===== src/rtl/fpu_op_sequencer.sv =====
// Issue/latency sequencer for the multi-cycle FPU: stalls EX for a per-op table latency, then
// presents the captured unit result for one cycle. Optional perf counters: FPU_SEQ_PERF_CNT_EN.
//
// state | meaning
// IDLE  | no op in flight, ready to accept
// BUSY  | op in flight, count down to capture
// DONE  | result_valid cycle, may accept the next op back-to-back
module fpu_op_sequencer #(
  parameter int WIDTH   = 32,
  parameter int NUM_OPS = 10,
  parameter int OP_W    = 4,
  parameter int CNT_W   = 5,
  parameter logic [NUM_OPS*CNT_W-1:0] LAT_TABLE =
    {5'd6, 5'd6, 5'd1, 5'd16, 5'd1, 5'd0, 5'd6, 5'd5, 5'd7, 5'd7}
) (
  input  logic                     clock,
  input  logic                     clock_reset,
  input  logic                     flush,
  input  logic                     issue_valid,
  input  logic [OP_W-1:0]          issue_op,
  output logic                     issue_ready,
  input  logic [NUM_OPS*WIDTH-1:0] unit_results,
  output logic                     fpu_inprogress,
  output logic                     result_valid,
  output logic [WIDTH-1:0]         fpu_result,
  output logic                     illegal_op,
  output logic [OP_W-1:0]          busy_op,
  output logic [31:0]              perf_ops,
  output logic [31:0]              perf_stall
);

  typedef enum logic [1:0] {IDLE = 2'd0, BUSY = 2'd1, DONE = 2'd2} state_t;

  state_t           state;
  logic [CNT_W-1:0] count;
  logic             fire;
  logic             op_legal;
  logic [CNT_W-1:0] issue_lat;
  logic [WIDTH-1:0] issue_res;
  logic [WIDTH-1:0] busy_res;

  assign issue_ready    = (state != BUSY);
  assign fire           = issue_valid & issue_ready & ~flush;
  assign fpu_inprogress = fire | (state == BUSY);
  assign op_legal       = (32'(issue_op) < 32'(NUM_OPS));

  // Out-of-range op codes match no slot, so they resolve to latency 0 and a zero result.
  always_comb begin
    issue_lat = '0;
    issue_res = '0;
    busy_res  = '0;
    for (int k = 0; k < NUM_OPS; k++) begin
      if (issue_op == OP_W'(k)) begin
        issue_lat = LAT_TABLE[k*CNT_W +: CNT_W];
        issue_res = unit_results[k*WIDTH +: WIDTH];
      end
      if (busy_op == OP_W'(k)) busy_res = unit_results[k*WIDTH +: WIDTH];
    end
  end

  always_ff @(posedge clock or negedge clock_reset) begin
    if (!clock_reset) begin
      state        <= IDLE;
      count        <= '0;
      fpu_result   <= '0;
      result_valid <= 1'b0;
      illegal_op   <= 1'b0;
      busy_op      <= '0;
    end else begin
      result_valid <= 1'b0;
      illegal_op   <= 1'b0;
      if (flush) begin
        state   <= IDLE;
        count   <= '0;
        busy_op <= '0;
      end else begin
        case (state)
          IDLE, DONE: begin
            if (fire) begin
              if (issue_lat == '0) begin
                fpu_result   <= issue_res;
                result_valid <= 1'b1;
                illegal_op   <= ~op_legal;
                busy_op      <= '0;
                state        <= DONE;
              end else begin
                count   <= issue_lat;
                busy_op <= issue_op;
                state   <= BUSY;
              end
            end else begin
              busy_op <= '0;
              state   <= IDLE;
            end
          end
          BUSY: begin
            // Upstream holds operands, so the unit output for busy_op is final by the last count.
            if (count <= CNT_W'(1)) begin
              fpu_result   <= busy_res;
              result_valid <= 1'b1;
              count        <= '0;
              busy_op      <= '0;
              state        <= DONE;
            end else begin
              count <= count - CNT_W'(1);
            end
          end
          default: begin
            count   <= '0;
            busy_op <= '0;
            state   <= IDLE;
          end
        endcase
      end
    end
  end

`ifdef FPU_SEQ_PERF_CNT_EN
  // Not cleared by flush: these track lifetime activity since reset.
  always_ff @(posedge clock or negedge clock_reset) begin
    if (!clock_reset) begin
      perf_ops   <= '0;
      perf_stall <= '0;
    end else begin
      if (result_valid)   perf_ops   <= perf_ops + 32'd1;
      if (fpu_inprogress) perf_stall <= perf_stall + 32'd1;
    end
  end
`else
  assign perf_ops   = '0;
  assign perf_stall = '0;
`endif

endmodule


===== config.mk =====
export PLATFORM = sky130hd
export DESIGN_NAME = fpu_op_sequencer
export DESIGN_NICKNAME = d
export VERILOG_FILES = /design/src/rtl/fpu_op_sequencer.sv
export SDC_FILE = /design/constraint.sdc
export NUM_CORES = 1
export LEC_CHECK = 0
export CAP_MARGIN = 10
export CORE_AREA = 2 2 168 170
export DETAILED_ROUTE_END_ITERATION = 16
export DIE_AREA = 0 0 170 172
export DONT_BUFFER_PORTS = 1
export GPL_TIMING_DRIVEN = 0
export PLACE_DENSITY = 0.53
export SETUP_SLACK_MARGIN = 0.1
export SLEW_MARGIN = 20
export SYNTH_ARGS = -nofsm -noshare
export SYNTH_HDL_FRONTEND = slang
export SYNTH_SLANG_ARGS = --single-unit

===== constraint.sdc =====
create_clock -name clock -period 4.3 [get_ports clock]
set_clock_uncertainty 0.1 [all_clocks]
set_input_delay 0.43 -clock clock [delete_from_list [all_inputs] [get_ports clock]]
set_output_delay 0.43 -clock clock [all_outputs]
set_load 0.01 [all_outputs]

==> metrics.txt, run 1 <==
MaxCap Viol Count 0; WL final 48.8 mm; most area-hungry cell type in the Yosys netlist dfrtp_1; EDFF count, synth 0; DR iter-0 viols 1254; die height 172 µm; setup violators final 0; number of fill cells 3007; reg2reg end fpu_result[28]; Synth top area share 14.9%; Yosys warnings 0; arrival time at the worst endpoint 3.03 ns; type of the most critical hold path primary input to flop; worst vdd ir 0.139 mV; initial antenna violation count 3; Area growth, synth to finish 11.3%; post-CTS setup buffers 0; WS Path Type flop to flop; gate count of the mapped netlist 998; number of cell rows 61; CTS H-tree lvls 2; DRT Pass-1 Iters 6; slew margin rel. 29.4%; asr flop ratio synth 100%; worst skew pair latency 0.31 ns; clock buffer count from CTS 5; crit path capture fpu_result[28]; minimum hold slack 0.214 ns; RR Startpoint busy_op[0]; hold buffer count at cts 2; crit-path max FO 10; Final #Nets 1400; final period utilization 68.2%; synth unique cells 69; clk sinks 45; Die X-Extent 170 µm; CTS root buf clkbuf_16; reg2reg setup slack 1.37 ns; Ports 432; residual DRC count 0; Worst Path Required 4.39 ns; via density per instance 6.41; input/output buffers 0; grt met1 use 34.9%; Total GRT Usage 31.9%; RePlAce Congestion 0.954; Peak Freq 341 MHz; CTS tree yes; drt wl/cell 34.3 µm; Routed Antenna Nets 0; pin count of the biggest net entering global routing 46; unrepaired setup endpoints after global routing false; first-pass GRT wire length 66.0 mm; fin. max-slew vios 0; Primary FF master, synth dfrtp_1; Clock Tree Buf Depth 2; via count 9105; met3 GRT Util 12.6%; Sum Neg Setup Slack 0 ns; Final Critical Period 2.93 ns; sequential element share of the synthesized area 14.9%; GR peak layer met2; die area 29200 µm²; Avg Inst Size Synth 7.56 µm²; HPWL after detailed placement 37.6 mm; layout cell share with drive strength beyond 1 16.7%; power density cells 221 nW/µm²; Final Hold Viols 0; Critical Path Sink Type flop; Clk pin slew, worst setup/hold paths 0.07 ns; Lkg Pwr 0.00330 µW; Synth area leaders dfrtp_1 15%, mux2i_1 12%, mux4_2 7.8%; crit path launch busy_op[0]; Starting Density 27.5%; status complete, no violations; core area 27500 µm²; # resized after CTS 0; gr ovfl total 0; worst slew pin tran 1.06 ns; GR Util met2 53.3%; vias in the first global route 8939; crit path launch type flop; #FFs+latches synth 45; Reg2Reg Depth 7; synthesized area 7550 µm²
-- report_power, final --
part           internal, µW  total [µW]  switching, µW  leakage [µW]
Clock                   219         438            220     0.0000652
Sequential              519         681            161      0.000585
Combinational           313         734            420       0.00265
Total                  1050        1850            801       0.00330
-- sequential cells by signal (all words and copies together) (netlist names) --
name          count
busy_op           4
fpu_result       32
result_valid      1
illegal_op        1
count             5
state             2
-- how the worst min path moves through the flow --
stage / startpoint / to / slack [ns] / cells after the start
after floorplan: clock_reset / busy_op[0] / 0.03 / 0
after global placement: clock_reset / fpu_result[17] / 0.04 / 0
after detailed placement: clock_reset / fpu_result[17] / 0.04 / 0
after CTS: unit_results[289] / fpu_result[1] / 0.21 / 2
after global routing: unit_results[289] / fpu_result[1] / 0.23 / 2
final: unit_results[289] / fpu_result[1] / 0.21 / 2
-- Yosys cell counts, drive strengths merged (15+ instances only) --
cell and instances:
o2bb2ai 18, dfrtp 45, clkbuf 32, nor2 106, a22oi 19, mux2i 87, mux4 26, nand3 23
a21oi 103, o22ai 21, buf 125, a32oi 15, nand2 85, o21ai 81, nor3 16
-- layout make-up --
class | instances | area, µm² | share of cell area [%]
inverter | 14 | 52.6 | 0.626
clock buffer | 8 | 136 | 1.62
buffer | 157 | 950 | 11.3
tap | 346 | 433 | 5.15
antenna | 4 | 10.0 | 0.119
timing repair buffer | 2 | 37.5 | 0.447
multi-input combinational | 845 | 5650 | 67.3
sequential | 45 | 1130 | 13.4
-- routing by layer --
layer  share of wire (%)  vias to the layer above
met4                 5.5                        0
met1                  34                     4340
met3                  14                      153
met5                   0                        -
li1                    -                     3825
met2                  46                      787
-- critical path, stage by stage, from the launching register on --
cell	delay [ns]
dfrtp_1	0.46
buf_2	0.28
buf_4	0.25
buf_2	0.36
clkbuf_1	0.62
nor2_1	0.38
a21oi_1	0.26
o211ai_1	0.11
-- through the flow --
step	util [%]	setup slack, ns	cells	power [µW]	instance area [µm²]
floorplan	-	2.31	1061	1150	7780
global placement	29.9	1.38	1407	1380	8220
detailed placement	29.9	1.37	1407	1390	8220
CTS	30.5	1.42	1417	1840	8390
finish	30.6	1.37	1421	1850	8400
global route	30.5	1.28	1418	1940	8390
-- logic make-up after synthesis --
logic type	synth area share, %
muxes	21.2
AOI/OAI and AO/OA	33.3
DFF	14.9
buffers and inverters	13.3
and+or+nand+nor	16.9
other	0.0497
adders and majority gates	0.332
-- layout by cell type (no fill, tap or decap), drive strengths merged, types with 7 or more instances in the layout --
| cell type | count |
|---|---|
| a32oi | 15 |
| a2bb2oi | 12 |
| mux2i | 87 |
| o22ai | 21 |
| mux2 | 13 |
| mux4 | 26 |
| dfrtp | 45 |
| a22oi | 19 |
| inv | 14 |
| a22o | 7 |
| o221ai | 13 |
| conb | 64 |
| buf | 126 |
| nor2 | 106 |
| o2bb2ai | 18 |
| a221o | 14 |
| nand2b | 14 |
| o21ai | 81 |
| nor2b | 10 |
| nand2 | 85 |
| nand3 | 23 |
| a21oi | 103 |
| nor3 | 16 |
| a221oi | 14 |
| clkbuf | 40 |
(Power assumes the default switching activity.)
==> inputs of run 2 (changes only) <==
==> constraint.sdc (replaced) <==
create_clock -name clock -period 2.8 [get_ports clock]
set_clock_uncertainty 0.1 [all_clocks]
set_input_delay 0.28 -clock clock [delete_from_list [all_inputs] [get_ports clock]]
set_output_delay 0.28 -clock clock [all_outputs]
set_load 0.01 [all_outputs]
==> run 2 against run 1 <==
Non-clock buffer count is the same. Critical endpoint is now fpu_result[30]. Largest cell class unchanged. Critical path type unchanged. Critical path depth unchanged. Final area grew 0.25%.
==> metrics.txt, run 2 (synthesis results as in run 1) <==
input/output buffers 0 (unchanged); MaxCap Viol Count 0 (unchanged); drt wl/cell 34.3 µm (about the same); worst vdd ir 0.216 mV (+56%); CTS root buf clkbuf_16; Worst Path Required 2.91 ns (-1.48 ns); via count 9109 (+0.044%); die area 29200 µm² (unchanged); number of fill cells 3017 (+0.33%); Peak Freq 373 MHz (+9.6%); most frequent cells in the layout 103 x a21oi_1, 101 x nor2_1, 87 x mux2i_1; clock buffer count from CTS 5 (unchanged); cell area after placement 8220 µm² (unchanged); largest register by flop count fpu_result; residual DRC count 0 (unchanged); Sum Neg Setup Slack 0 ns (unchanged); Clock Tree Buf Depth 2 (unchanged); Routed Antenna Nets 0 (unchanged); WS Path Type flop to flop; initial antenna violation count 3 (unchanged); post-CTS setup buffers 0 (unchanged); clk sinks 45 (unchanged); Lkg Pwr 0.00333 µW (+0.87%); status complete, no violations; setup violators final 0 (unchanged); first-pass GRT wire length 66.0 mm (unchanged); worst slew pin tran 1.01 ns (-0.0421 ns); die height 172 µm (unchanged); gr ovfl total 0 (unchanged); Area growth, synth to finish 11.6%; power density cells 339 nW/µm² (+54%); worst path cell trace buf_2 -> buf_2 -> buf_2 -> mux2i_1 -> a21oi_1 -> a32oi_1 -> nand3_1; commonest non-fill, non-tap cell in the layout a21oi_1; arrival time at the worst endpoint 2.78 ns (-0.25 ns); top flop regs fpu_result: 32 flops, count: 5 flops, busy_op: 4 flops; crit path launch type flop; CTS tree yes; Critical Path Sink Type flop; Final Hold Viols 0 (unchanged); slew margin rel. 32.4% (+3.1 points); WL final 48.7 mm (about the same); minimum hold slack 0.0675 ns (-0.146 ns); Final #Nets 1400 (unchanged); Starting Density 27.5% (unchanged); pin count of the biggest net entering global routing 46 (unchanged); Clk pin slew, worst setup/hold paths 0.08 ns (about the same); vias in the first global route 8939 (unchanged); Reg2Reg Depth 7 (unchanged); final period utilization 95.6% (+27 points); Ports 432 (unchanged); Final Critical Period 2.68 ns (-0.256 ns); type of the most critical hold path primary input to flop; Die X-Extent 170 µm (unchanged); hold path depth 2 (unchanged); worst skew pair latency 0.32 ns (about the same); CTS H-tree lvls 2 (unchanged); Finished Cell Area 8420 µm² (+0.25%); via density per instance 6.41 (about the same); layout cell share with drive strength beyond 1 17.8% (+1.1 points); unrepaired setup endpoints after global routing false; core area 27500 µm² (unchanged); fin. max-slew vios 0 (unchanged); Largest register FFs 32 (unchanged); slowest CP cell buf_2; HPWL after detailed placement 37.6 mm (unchanged); DRT Pass-1 Iters 6 (unchanged); number of cell rows 61 (unchanged); Worst path max stage delay 0.51 ns (-0.11 ns); crit-path max FO 10 (unchanged); Total GRT Usage 31.9% (unchanged); DR iter-0 viols 1173 (-6.5%); Top cell by count, worst path buf_2; RePlAce Congestion 0.954 (unchanged)
==> run 2: stage by stage <==
step,utilization (%),total power [µW],setup WS [ns],instances
6_report,30.6,2860,0.122,1421
3_5_place_dp,29.9,2130,-0.0566,1407
5_1_grt,30.6,2980,0.104,1418
4_1_cts,30.6,2830,0.130,1417
3_3_place_gp,29.9,2120,-0.0724,1407
2_1_floorplan,-,1770,0.881,1061
==> run 2: report_power, final <==
group	internal [µW]	switching, µW
clock network	336	349
registers	797	248
logic	482	645
==> run 2: critical path, delay by kind of cell, from the launching register on <==
family                 cells  cell delay (ns)
AO/OA/AOI/OAI              2             0.33
buffers and inverters      3             1.15
flip-flops                 1             0.46
multiplexers               1             0.41
AND/OR/NAND/NOR            1             0.11
==> run 2: area by class of cell <==
class	count	area (µm²)	share of cell area [%]
repair buffers	2	37.5	0.446
flip-flops and latches	45	1130	13.4
well taps	346	433	5.14
plain buffers	157	960	11.4
inverters	14	52.6	0.624
diodes	4	10.0	0.119
multi-input cells	845	5670	67.3
clock buffers	8	136	1.62
==> run 2: worst paths after layout <==
kind                                       end               from  slack, ns
max in group asynchronous       fpu_result[11]        clock_reset       1.92
worst max register to register  fpu_result[30]         busy_op[0]       0.12
worst max-delay path            fpu_result[30]         busy_op[0]       0.12
worst min-delay path            fpu_result[26]  unit_results[314]       0.07
min in group asynchronous       fpu_result[17]        clock_reset       0.39
worst min register to register        count[4]           count[4]       0.45
==> run 2: what timing repair did <==
item / 4_1_cts / 5_1_grt
endpoints found under the hold margin: 45 / 0
hold buffers: 2 / 0
gates resized for setup: 4 / 11
cloned: 0 / 0
endpoints found under the setup margin: 27 / 23
==> run 2: layer usage <==
metal,up-vias,GRT usage [%],wire [µm]
li1,3830,-,-
met1,4312,34.9,16500
met2,795,53.3,22300
met3,172,12.6,6940
met4,0,17.1,2930
met5,-,0,0
==> inputs of run 3 (changes only) <==
--- a/config.mk
+++ b/config.mk
@@ -6,12 +6,12 @@
 export NUM_CORES = 1
 export LEC_CHECK = 0
 export CAP_MARGIN = 10
-export CORE_AREA = 2 2 168 170
+export CORE_AREA = 2 2 166 168
 export DETAILED_ROUTE_END_ITERATION = 16
-export DIE_AREA = 0 0 170 172
+export DIE_AREA = 0 0 168 170
 export DONT_BUFFER_PORTS = 1
 export GPL_TIMING_DRIVEN = 0
-export PLACE_DENSITY = 0.53
+export PLACE_DENSITY = 0.54
 export SETUP_SLACK_MARGIN = 0.1
 export SLEW_MARGIN = 20
 export SYNTH_ARGS = -nofsm -noshare
==> run 3 against run 2 <==
Sequential power about the same. Die area shrank 2.3%. Critical path depth unchanged. Setup slack got worse by 0.015 ns. Final area is 0.34% higher. Largest power group unchanged.
==> metrics.txt, run 3 (synthesis results as in run 1) <==
Largest register FFs 32 (unchanged); MaxCap Viol Count 0 (unchanged); number of cell rows 60 (-1.6%); CTS H-tree lvls 2 (unchanged); final period utilization 96.2% (+0.55 points); RR Startpoint busy_op[3]; Final Critical Period 2.69 ns (+0.0154 ns); Worst Path Required 2.94 ns (+0.03 ns); commonest non-fill, non-tap cell in the layout a21oi_1; reg2reg end fpu_result[8]; die area 28600 µm² (-2.3%); Placed Cells 1402 (-0.36%); Routed Antenna Nets 0 (unchanged); WL final 47.7 mm (-2.0%); Switching Power 1220 µW (-1.5%); sequential power share 36.4% (-0.2 points); Worst path max stage delay 0.63 ns (+0.12 ns); number of fill cells 2918 (-3.3%); Clock Power Share 23.9% (about the same); worst skew pair latency 0.31 ns (about the same); via density per instance 6.46 (+0.76%); gr ovfl total 0 (unchanged); Final #Nets 1403 (+0.21%); die height 170 µm (-1.2%); Ports 432 (unchanged); Critical Path Sink Type flop; setup violators final 0 (unchanged); most frequent cells in the layout 103 x a21oi_1, 102 x nor2_1, 87 x mux2i_1; worst hold path startpoint unit_results[313]; Area growth, synth to finish 12.0%; first-pass GRT wire length 64.7 mm (-2.0%); crit path launch type flop; worst path cell trace buf_6 -> clkbuf_1 -> nor2_1 -> nand3_1 -> o21ai_0 -> nor4_1 -> a221o_1; Switching Fraction 42.8% (-0.65 points); worst hold endpoint fpu_result[25]; Comb power frac 39.7% (+0.3 points); largest register by flop count fpu_result; Total GRT Usage 31.8% (-0.076 points); drt wl/cell 33.8 µm (-1.5%); Die X-Extent 168 µm (-1.2%); top flop regs fpu_result: 32 flops, count: 5 flops, busy_op: 4 flops; CTS tree yes; slowest CP cell clkbuf_1; Non-Filler Instances 1414 (-0.49%); Clk pin slew, worst setup/hold paths 0.07 ns (about the same); worst vdd ir 0.204 mV (-5.6%); worst setup margin 0.107 ns (-0.0154 ns); input/output buffers 0 (unchanged); Final Hold Viols 0 (unchanged); Ant. Diodes 0 (-4); DRT Pass-1 Iters 6 (unchanged); power density cells 338 nW/µm² (-0.31%); HPWL after detailed placement 36.8 mm (-2.1%); layout cell share with drive strength beyond 1 18.1% (+0.25 points); arrival time at the worst endpoint 2.84 ns (+0.06 ns); Reg2Reg Depth 7 (unchanged); Clock Tree Buf Depth 2 (unchanged); pin count of the biggest net entering global routing 46 (unchanged); RePlAce Congestion 0.967 (+1.4%); type of the most critical hold path primary input to flop; unrepaired setup endpoints after global routing true; via count 9133 (+0.26%); slew margin rel. 30.1% (-2.3 points); WS Path Type flop to flop; residual DRC count 0 (unchanged); reg2reg setup slack 0.11 ns (-0.02 ns); vias in the first global route 8734 (-2.3%); clock buffer count from CTS 5 (unchanged); core area 26700 µm² (-3.0%); Lkg Pwr 0.00335 µW (+0.68%); Sum Neg Setup Slack 0 ns (unchanged); CTS root buf clkbuf_16; fin. max-slew vios 0 (unchanged); internal power 1630 µW (+1.2%); DR iter-0 viols 913 (-22%); initial antenna violation count 0 (-3); Starting Density 28.3% (+0.85 points); crit-path max FO 10 (unchanged); cell area after placement 8210 µm² (about the same); worst slew pin tran 1.05 ns (+0.0342 ns); hold path depth 2 (unchanged); Finished Cell Area 8450 µm² (+0.34%); DP Worst Slack -0.0602 ns (-0.00357 ns); status complete, no violations; Peak Freq 371 MHz (-0.57%); clk sinks 45 (unchanged)
run 3: cell count changes in the layout (fill, tap and decap cells not counted), sizes merged:
cell | previous run | this run
buf | 125 | 129
clkbuf | 41 | 39
diode | 4 | 0
run 3: repair_timing:
item | CTS | global route
setup buffers | 0 | 3
resized for setup | 5 | 9
hold endpoints to repair | 45 | 0
endpoints found under the setup margin | 27 | 22
hold buffers | 2 | 0
run 3: stage by stage:
stage | power [µW] | hold slack (ns) | utilization [%]
2_1_floorplan | 1770 | -0.116 | -
3_3_place_gp | 2130 | -0.113 | 30.8
3_5_place_dp | 2130 | -0.113 | 30.8
4_1_cts | 2840 | 0.0714 | 31.5
5_1_grt | 2980 | 0.0865 | 31.7
6_report | 2860 | 0.0755 | 31.7
run 3: layout make-up:
type / count / area [µm²] / share of cell area [%]
Buffer: 157 / 958 / 11.3
Timing Repair Buffer: 5 / 72.6 / 0.859
Multi-Input combinational cell: 845 / 5670 / 67.1
Sequential cell: 45 / 1130 / 13.3
Tap cell: 341 / 427 / 5.05
Inverter: 14 / 52.6 / 0.622
Clock buffer: 7 / 143 / 1.69
run 3: layer usage:
metal	track usage [%]	up-vias	routed length, µm
met4	14.8	0	2240
met1	35.6	4365	16900
met3	10.5	138	5960
li1	-	3843	-
met5	0	-	0
met2	54.9	787	22700
run 3: power groups by stage:
stage | registers, µW | clock network (µW) | logic [µW]
floorplan | 958 | 0 | 815
global placement | 1050 | 0 | 1080
detailed placement | 1050 | 0 | 1080
CTS | 1040 | 687 | 1110
global route | 1050 | 710 | 1210
finish | 1040 | 684 | 1130
run 3: worst max-delay path by stage:
stage | from | to | cells after the start
global placement | busy_op[2] | fpu_result[13] | 8
floorplan | busy_op[1] | fpu_result[4] | 7
finish | busy_op[3] | fpu_result[8] | 7
detailed placement | busy_op[0] | fpu_result[28] | 7
CTS | busy_op[2] | fpu_result[13] | 7
global route | busy_op[2] | fpu_result[13] | 7
run 3: critical path, delay by kind of cell (launching register included):
family                 cells  cell delay (ns)
DFF                        1             0.52
AOI/OAI and AO/OA          2             0.27
and+or+nand+nor            3             0.90
buffers and inverters      2             0.83
==> patch 1: new RTL, settings of run 2 <==
Change the parameter `CNT_W` from 5 to 7.
--- a/src/rtl/fpu_op_sequencer.sv
+++ b/src/rtl/fpu_op_sequencer.sv
@@ -11,3 +11,3 @@
   parameter int OP_W    = 4,
-  parameter int CNT_W   = 5,
+  parameter int CNT_W   = 7,
   parameter logic [NUM_OPS*CNT_W-1:0] LAT_TABLE =
Behaviour: not the same (Yosys sat finds a counterexample within 4 cycles, from zero or initial values and one cycle with clock_reset low).
==> patch 1 against run 2 <==
Worst setup slack lost 15 ps; sequential share of layout area decreased by 0.43 points; wire length increased by 9.0%; area after synthesis is 8.1% higher; sequential cell count grew 2; sequential power up 4%; critical path depth unchanged; power up 6.8%; cell area rose by 8.2%; critical endpoint is now fpu_result[15]; largest power group unchanged.
==> patch 1: results (changes against run 2) <==
Placement
  – Dpl cell area: 8830 µm² (+7.5%)
  – Detailed Place HPWL: 41,200 µm (+9.6%)
  – GP Congestion: 1.01 (+5.4%)
  – Port Buf Inserts: 0 (unchanged)
  – Pre-CTS setup slack: -265 ps (-209 ps)

Worst setup path
  – Crit path DAT: 2790 ps (about the same)
  – Crit path max fanout: 10 (unchanged)
  – Slowest-stage cell, CP: clkbuf_1
  – RR Startpoint: busy_op[3]
  – Largest stage delay, worst path: 610 ps (+100 ps)
  – Setup Crit Path Kind: reg2reg

Run status
  – Status: finished, final reports clean

Drt
  – Initial DRC count: 1,432 (+22%)
  – Total Wirelength: 53,100 µm (+9.0%)
  – TritonRoute pass-1 iters: 7 (+1)
  – Routed via count: 9,773 (+7.3%)
  – Via/cell ratio: 6.82 (+6.4%)

Pwr
  – Leak pwr: 3.40 nW (+2.1%)
  – Worst vdd ir: 0.241 mV (+12%)

Clocking
  – Root Driver: clkbuf_16
  – Worst-Skew Late Latency: 320 ps (about the same)
  – Clk buf depth: 2 (unchanged)
  – H-Tree Depth: 2 (unchanged)
  – Reg clk slew, reported paths: 90 ps
  – CTS buffer count: 5 (unchanged)

Synth
  – Post-synthesis sequential area ratio: 14.4% (-0.51 points)
  – Post-synth ARST share: 100% (unchanged)
  – Post-synth top cells: 78 x buf_4, 71 x o21ai_0, 66 x nor2_1, 59 x nand2_1, 57 x a21oi_1
  – Post-synthesis cell type count: 81 (+17%)
  – Cell count after synthesis: 1,010 (+1.2%)
  – Synth top area cells: dfrtp_1 14%, mux4_2 11%, buf_4 7.2%, mux2i_1 5.5%, o21ai_0 4.4%
  – Synth warnings: 0 (unchanged)

Layout
  – Share of layout cells above drive strength 1: 22.4% (+4.5 points)
  – Top flop regs: fpu_result: 32 flops, count: 7 flops, busy_op: 4 flops
  – Fin nets: 1,415 (+1.1%)

Global route
  – Pin count of the biggest net entering global routing: 48 (+4.3%)
  – GR Util All Layers: 34.9% (+3.0 points)
  – Antenna violations before repair: 0 (-3)
  – Number of global-route vias before repair: 9,243 (+3.4%)
  – First-pass GRT wire length: 71,700 µm (+8.6%)

Worst hold path
  – Hold Path Class: in2reg
  – HP Start: unit_results[316]

Timing
  – Worst-margin pin slew: 1090 ps (+75.4 ps)
## patch 1: cell count changes in the layout (fill, tap and decap cells not counted), moves of 12 or more
cell,delta
a21oi_1,-46
a211oi_1,+15
nand2_1,-23
nor3_1,+12
o22ai_1,+23
nor2_1,-37
a31oi_1,+13
mux2_2,+17
mux4_2,+15
buf_4,+16
mux2i_1,-42
buf_2,-13
nand3_1,-14
## patch 1: power by group
group / total, mW / switching (mW) / internal [mW]
Combinational: 1.16 / 0.653 / 0.507
Sequential: 1.09 / 0.248 / 0.840
Clock: 0.803 / 0.378 / 0.425
## patch 1: logic make-up after synthesis
logic type | after synthesis | synth area share, %
flops | 47 | 14.4
fa+ha+maj | 2 | 0.307
buf+inv | 187 | 13.4
simple gates | 250 | 16.2
other cells | 1 | 0.0460
compound gates | 405 | 34.5
mux | 116 | 21.0
xor+xnor | 2 | 0.215
## patch 1: area by class of cell
class                   instances  area, µm²
diodes                          1       2.50
plain buffers                 165       1050
clock buffers                   5        125
clock inverters                 3       43.8
fillers                      2970      18400
inverters                      22       82.6
multi-input cells             839       6140
flip-flops and latches         47       1180
well taps                     346        433
repair buffers                  5       60.1
## patch 1: worst paths after layout
check,cells after the start,slack (ps),to
setup / recovery,7,110,fpu_result[15]
hold / removal,2,60,fpu_result[28]
setup reg to reg,7,110,fpu_result[15]
hold reg to reg,1,480,count[6]
max in group asynchronous,2,1930,busy_op[0]
min in group asynchronous,2,380,fpu_result[31]
## patch 1: critical path, delay by kind of cell (launching register included)
family,cells,cell delay (ps)
buffers and inverters,2,890
and+or+nand+nor,1,300
AOI/OAI and AO/OA,4,690
DFF,1,560
## patch 1: per-layer routing
layer,vias up,track usage [%],share of wire [%]
met5,-,0,0
met4,0,16.2,5.2
met3,169,13.6,14
met2,891,55.8,44
met1,4702,41.3,36
li1,4011,-,-
## patch 1: repair_timing
item,in CTS,in global routing
gates resized for setup,17,14
endpoints found under the hold margin,47,0
hold buffers,2,0
buffers inserted,3,0
setup endpoints to repair,31,21
==> patch 2: new RTL, settings of run 2 <==
Without the edit above. The 3 states of `state_t` get a one-hot encoding in 3 bits.
--- a/src/rtl/fpu_op_sequencer.sv
+++ b/src/rtl/fpu_op_sequencer.sv
@@ -31,3 +31,3 @@
 
-  typedef enum logic [1:0] {IDLE = 2'd0, BUSY = 2'd1, DONE = 2'd2} state_t;
+  typedef enum logic [2:0] {IDLE = 3'b001, BUSY = 3'b010, DONE = 3'b100} state_t;
 
Function: same outputs for any inputs over 4 cycles, from zero or initial values and one cycle with clock_reset low; so few cycles prove little.
==> patch 2 against run 2 <==
Critical path depth is the same; area after synthesis grew 0.51%; global-route usage is essentially flat; cell area grew 2.1%; non-clock buffer count grew 7; sequential cell count grew 1; wire length grew 0.11%; count of clock-buffer cells in the layout shrank 3; worst setup slack lost 37 ps; power grew 0.82%; largest power group unchanged.
==> patch 2: results (changes against run 2) <==
Layout
  – Fin nets: 1,390 (-0.71%)
  – Non-Filler Instances: 1,407 (-0.99%)
  – Share of layout cells above drive strength 1: 21.3% (+3.5 points)
  – Top flop regs: fpu_result: 32 flops, count: 5 flops, busy_op: 4 flops
  – ANT cells: 0 (-4)

Worst hold path
  – Hold Path Class: in2reg

Clocking
  – Clk buf depth: 2 (unchanged)
  – Reg clk slew, reported paths: 80 ps (about the same)
  – Worst-Skew Late Latency: 320 ps (about the same)
  – H-Tree Depth: 2 (unchanged)
  – CTS buffer count: 5 (unchanged)
  – Root Driver: clkbuf_16

Drt
  – Initial DRC count: 1,227 (+4.6%)
  – TritonRoute pass-1 iters: 6 (unchanged)
  – Via/cell ratio: 6.37 (-0.59%)
  – WL per Instance: 34.7 µm (+1.1%)

Pwr
  – Worst vdd ir: 0.220 mV (+1.9%)
  – Leak pwr: 3.37 nW (+1.3%)

Global route
  – Antenna violations before repair: 0 (-3)
  – Number of global-route vias before repair: 8,522 (-4.7%)
  – First-pass GRT wire length: 66,200 µm (+0.25%)
  – GR Util All Layers: 31.9% (+0.035 points)
  – Pin count of the biggest net entering global routing: 47 (+2.2%)

Worst setup path
  – R2R depth: 7 (unchanged)
  – Largest stage delay, worst path: 530 ps (+20 ps)
  – RR Startpoint: busy_op[1]
  – Reg2reg setup slack: 200 ps (+80 ps)
  – Crit path max fanout: 10 (unchanged)
  – Critical Path End: fpu_result[11]
  – Slowest-stage cell, CP: clkbuf_1
  – Crit path DAT: 2800 ps (+20 ps)
  – Critical Path Start: issue_op[3]

Synth
  – Top FF cell, synth: dfrtp_1
  – Post-synth ARST share: 100% (unchanged)
  – Post-synth top cells: 115 x o21ai_0, 91 x a21oi_1, 90 x nand2_1, 82 x nor2_1, 69 x buf_4
  – Synth top area cells: dfrtp_1 15%, mux4_2 14%, o21ai_0 7.6%, mux2i_1 7.5%, buf_4 6.8%
  – Post-synthesis cell type count: 64 (-7.2%)
  – Average size of a mapped cell: 7.68 µm² (+1.6%)
  – Synth warnings: 0 (unchanged)
  – Post-synthesis sequential area ratio: 15.2% (+0.27 points)

Timing
  – Max-slew violation count: 0 (unchanged)
  – Worst-margin pin slew: 987 ps (-27.1 ps)

Placement
  – Dpl cell area: 8260 µm² (+0.53%)
  – Detailed Place HPWL: 39,600 µm (+5.5%)
  – GP Congestion: 0.958 (+0.45%)
  – Port Buf Inserts: 0 (unchanged)

Run status
  – Status: finished, final reports clean
[patch 2: cell types whose count changed after synthesis, sizes merged, moves of 13 or more]
cell	change
o21ai	+34
mux2i	-30
nor2	-23
mux4	+20
clkbuf	+18
o211ai	+16
a32oi	-15
a221o	-13
o2bb2ai	-13
[patch 2: critical path: cells and delay by family]
kind | cells | cell delay, ps
buf+inv | 3 | 1480
compound gates | 3 | 710
simple gates | 1 | 320
[patch 2: stage by stage]
stage	TNS (ps)	setup slack [ps]	utilization, %	power [mW]
CTS	0	39.0	31.0	2.84
global placement	-9260	-475	30.0	2.13
global route	0	77.5	31.3	2.99
detailed placement	-8000	-491	30.1	2.13
floorplan	0	659	-	1.76
finish	0	84.9	31.3	2.88
[patch 2: final cells by class]
type | instances | area (µm²)
Sequential cell | 46 | 1160
Multi-Input combinational cell | 821 | 5740
Clock inverter | 3 | 21.3
Fill cell | 3029 | 18900
Tap cell | 346 | 433
Inverter | 20 | 76.3
Clock buffer | 5 | 125
Timing Repair Buffer | 4 | 52.6
Buffer | 162 | 990
[patch 2: kinds of logic after synthesis]
| kind of cell | synth area share, % |
|---|---|
| AND/OR/NAND/NOR | 14.9 |
| buffers and inverters | 13.1 |
| other | 0.0494 |
| flip-flops | 15.2 |
| adder cells (fa/ha/maj) | 0.330 |
| AO/OA/AOI/OAI | 33.7 |
| multiplexers | 22.7 |
| XOR/XNOR | 0.115 |
[patch 2: worst min-delay path by stage]
| stage | end | slack, ps | cells past startpoint | start |
|---|---|---|---|---|
| final | state[0] | 30 | 2 | flush |
| after global routing | fpu_result[30] | 50 | 2 | unit_results[318] |
| after CTS | state[0] | 30 | 2 | flush |
| after detailed placement | fpu_result[15] | -110 | 0 | clock_reset |
| after global placement | fpu_result[24] | -110 | 0 | clock_reset |
| after floorplan | busy_op[0] | -120 | 0 | clock_reset |
[patch 2: where the power goes]
group          leakage, nW  switching (mW)  internal (mW)  total, mW
clock network       0.0698           0.353          0.334      0.688
logic                 2.71           0.666          0.490       1.16
registers            0.598           0.229          0.807       1.04
[patch 2: what timing repair did]
action | CTS | global route
endpoints found under the setup margin | 37 | 36
hold buffers | 2 | 0
setup buffers | 0 | 2
hold endpoints to repair | 46 | 0
gates resized for setup | 30 | 50
pin swaps | 0 | 1
[patch 2: layer usage]
layer  up-vias  global-route usage, %  part of all wire, %
li1       3800                      -                    -
met1      4395                   39.8                   39
met2       651                   52.0                   46
met3       120                   10.1                   11
met4         0                   11.4                  4.1
met5         -                      0                    0
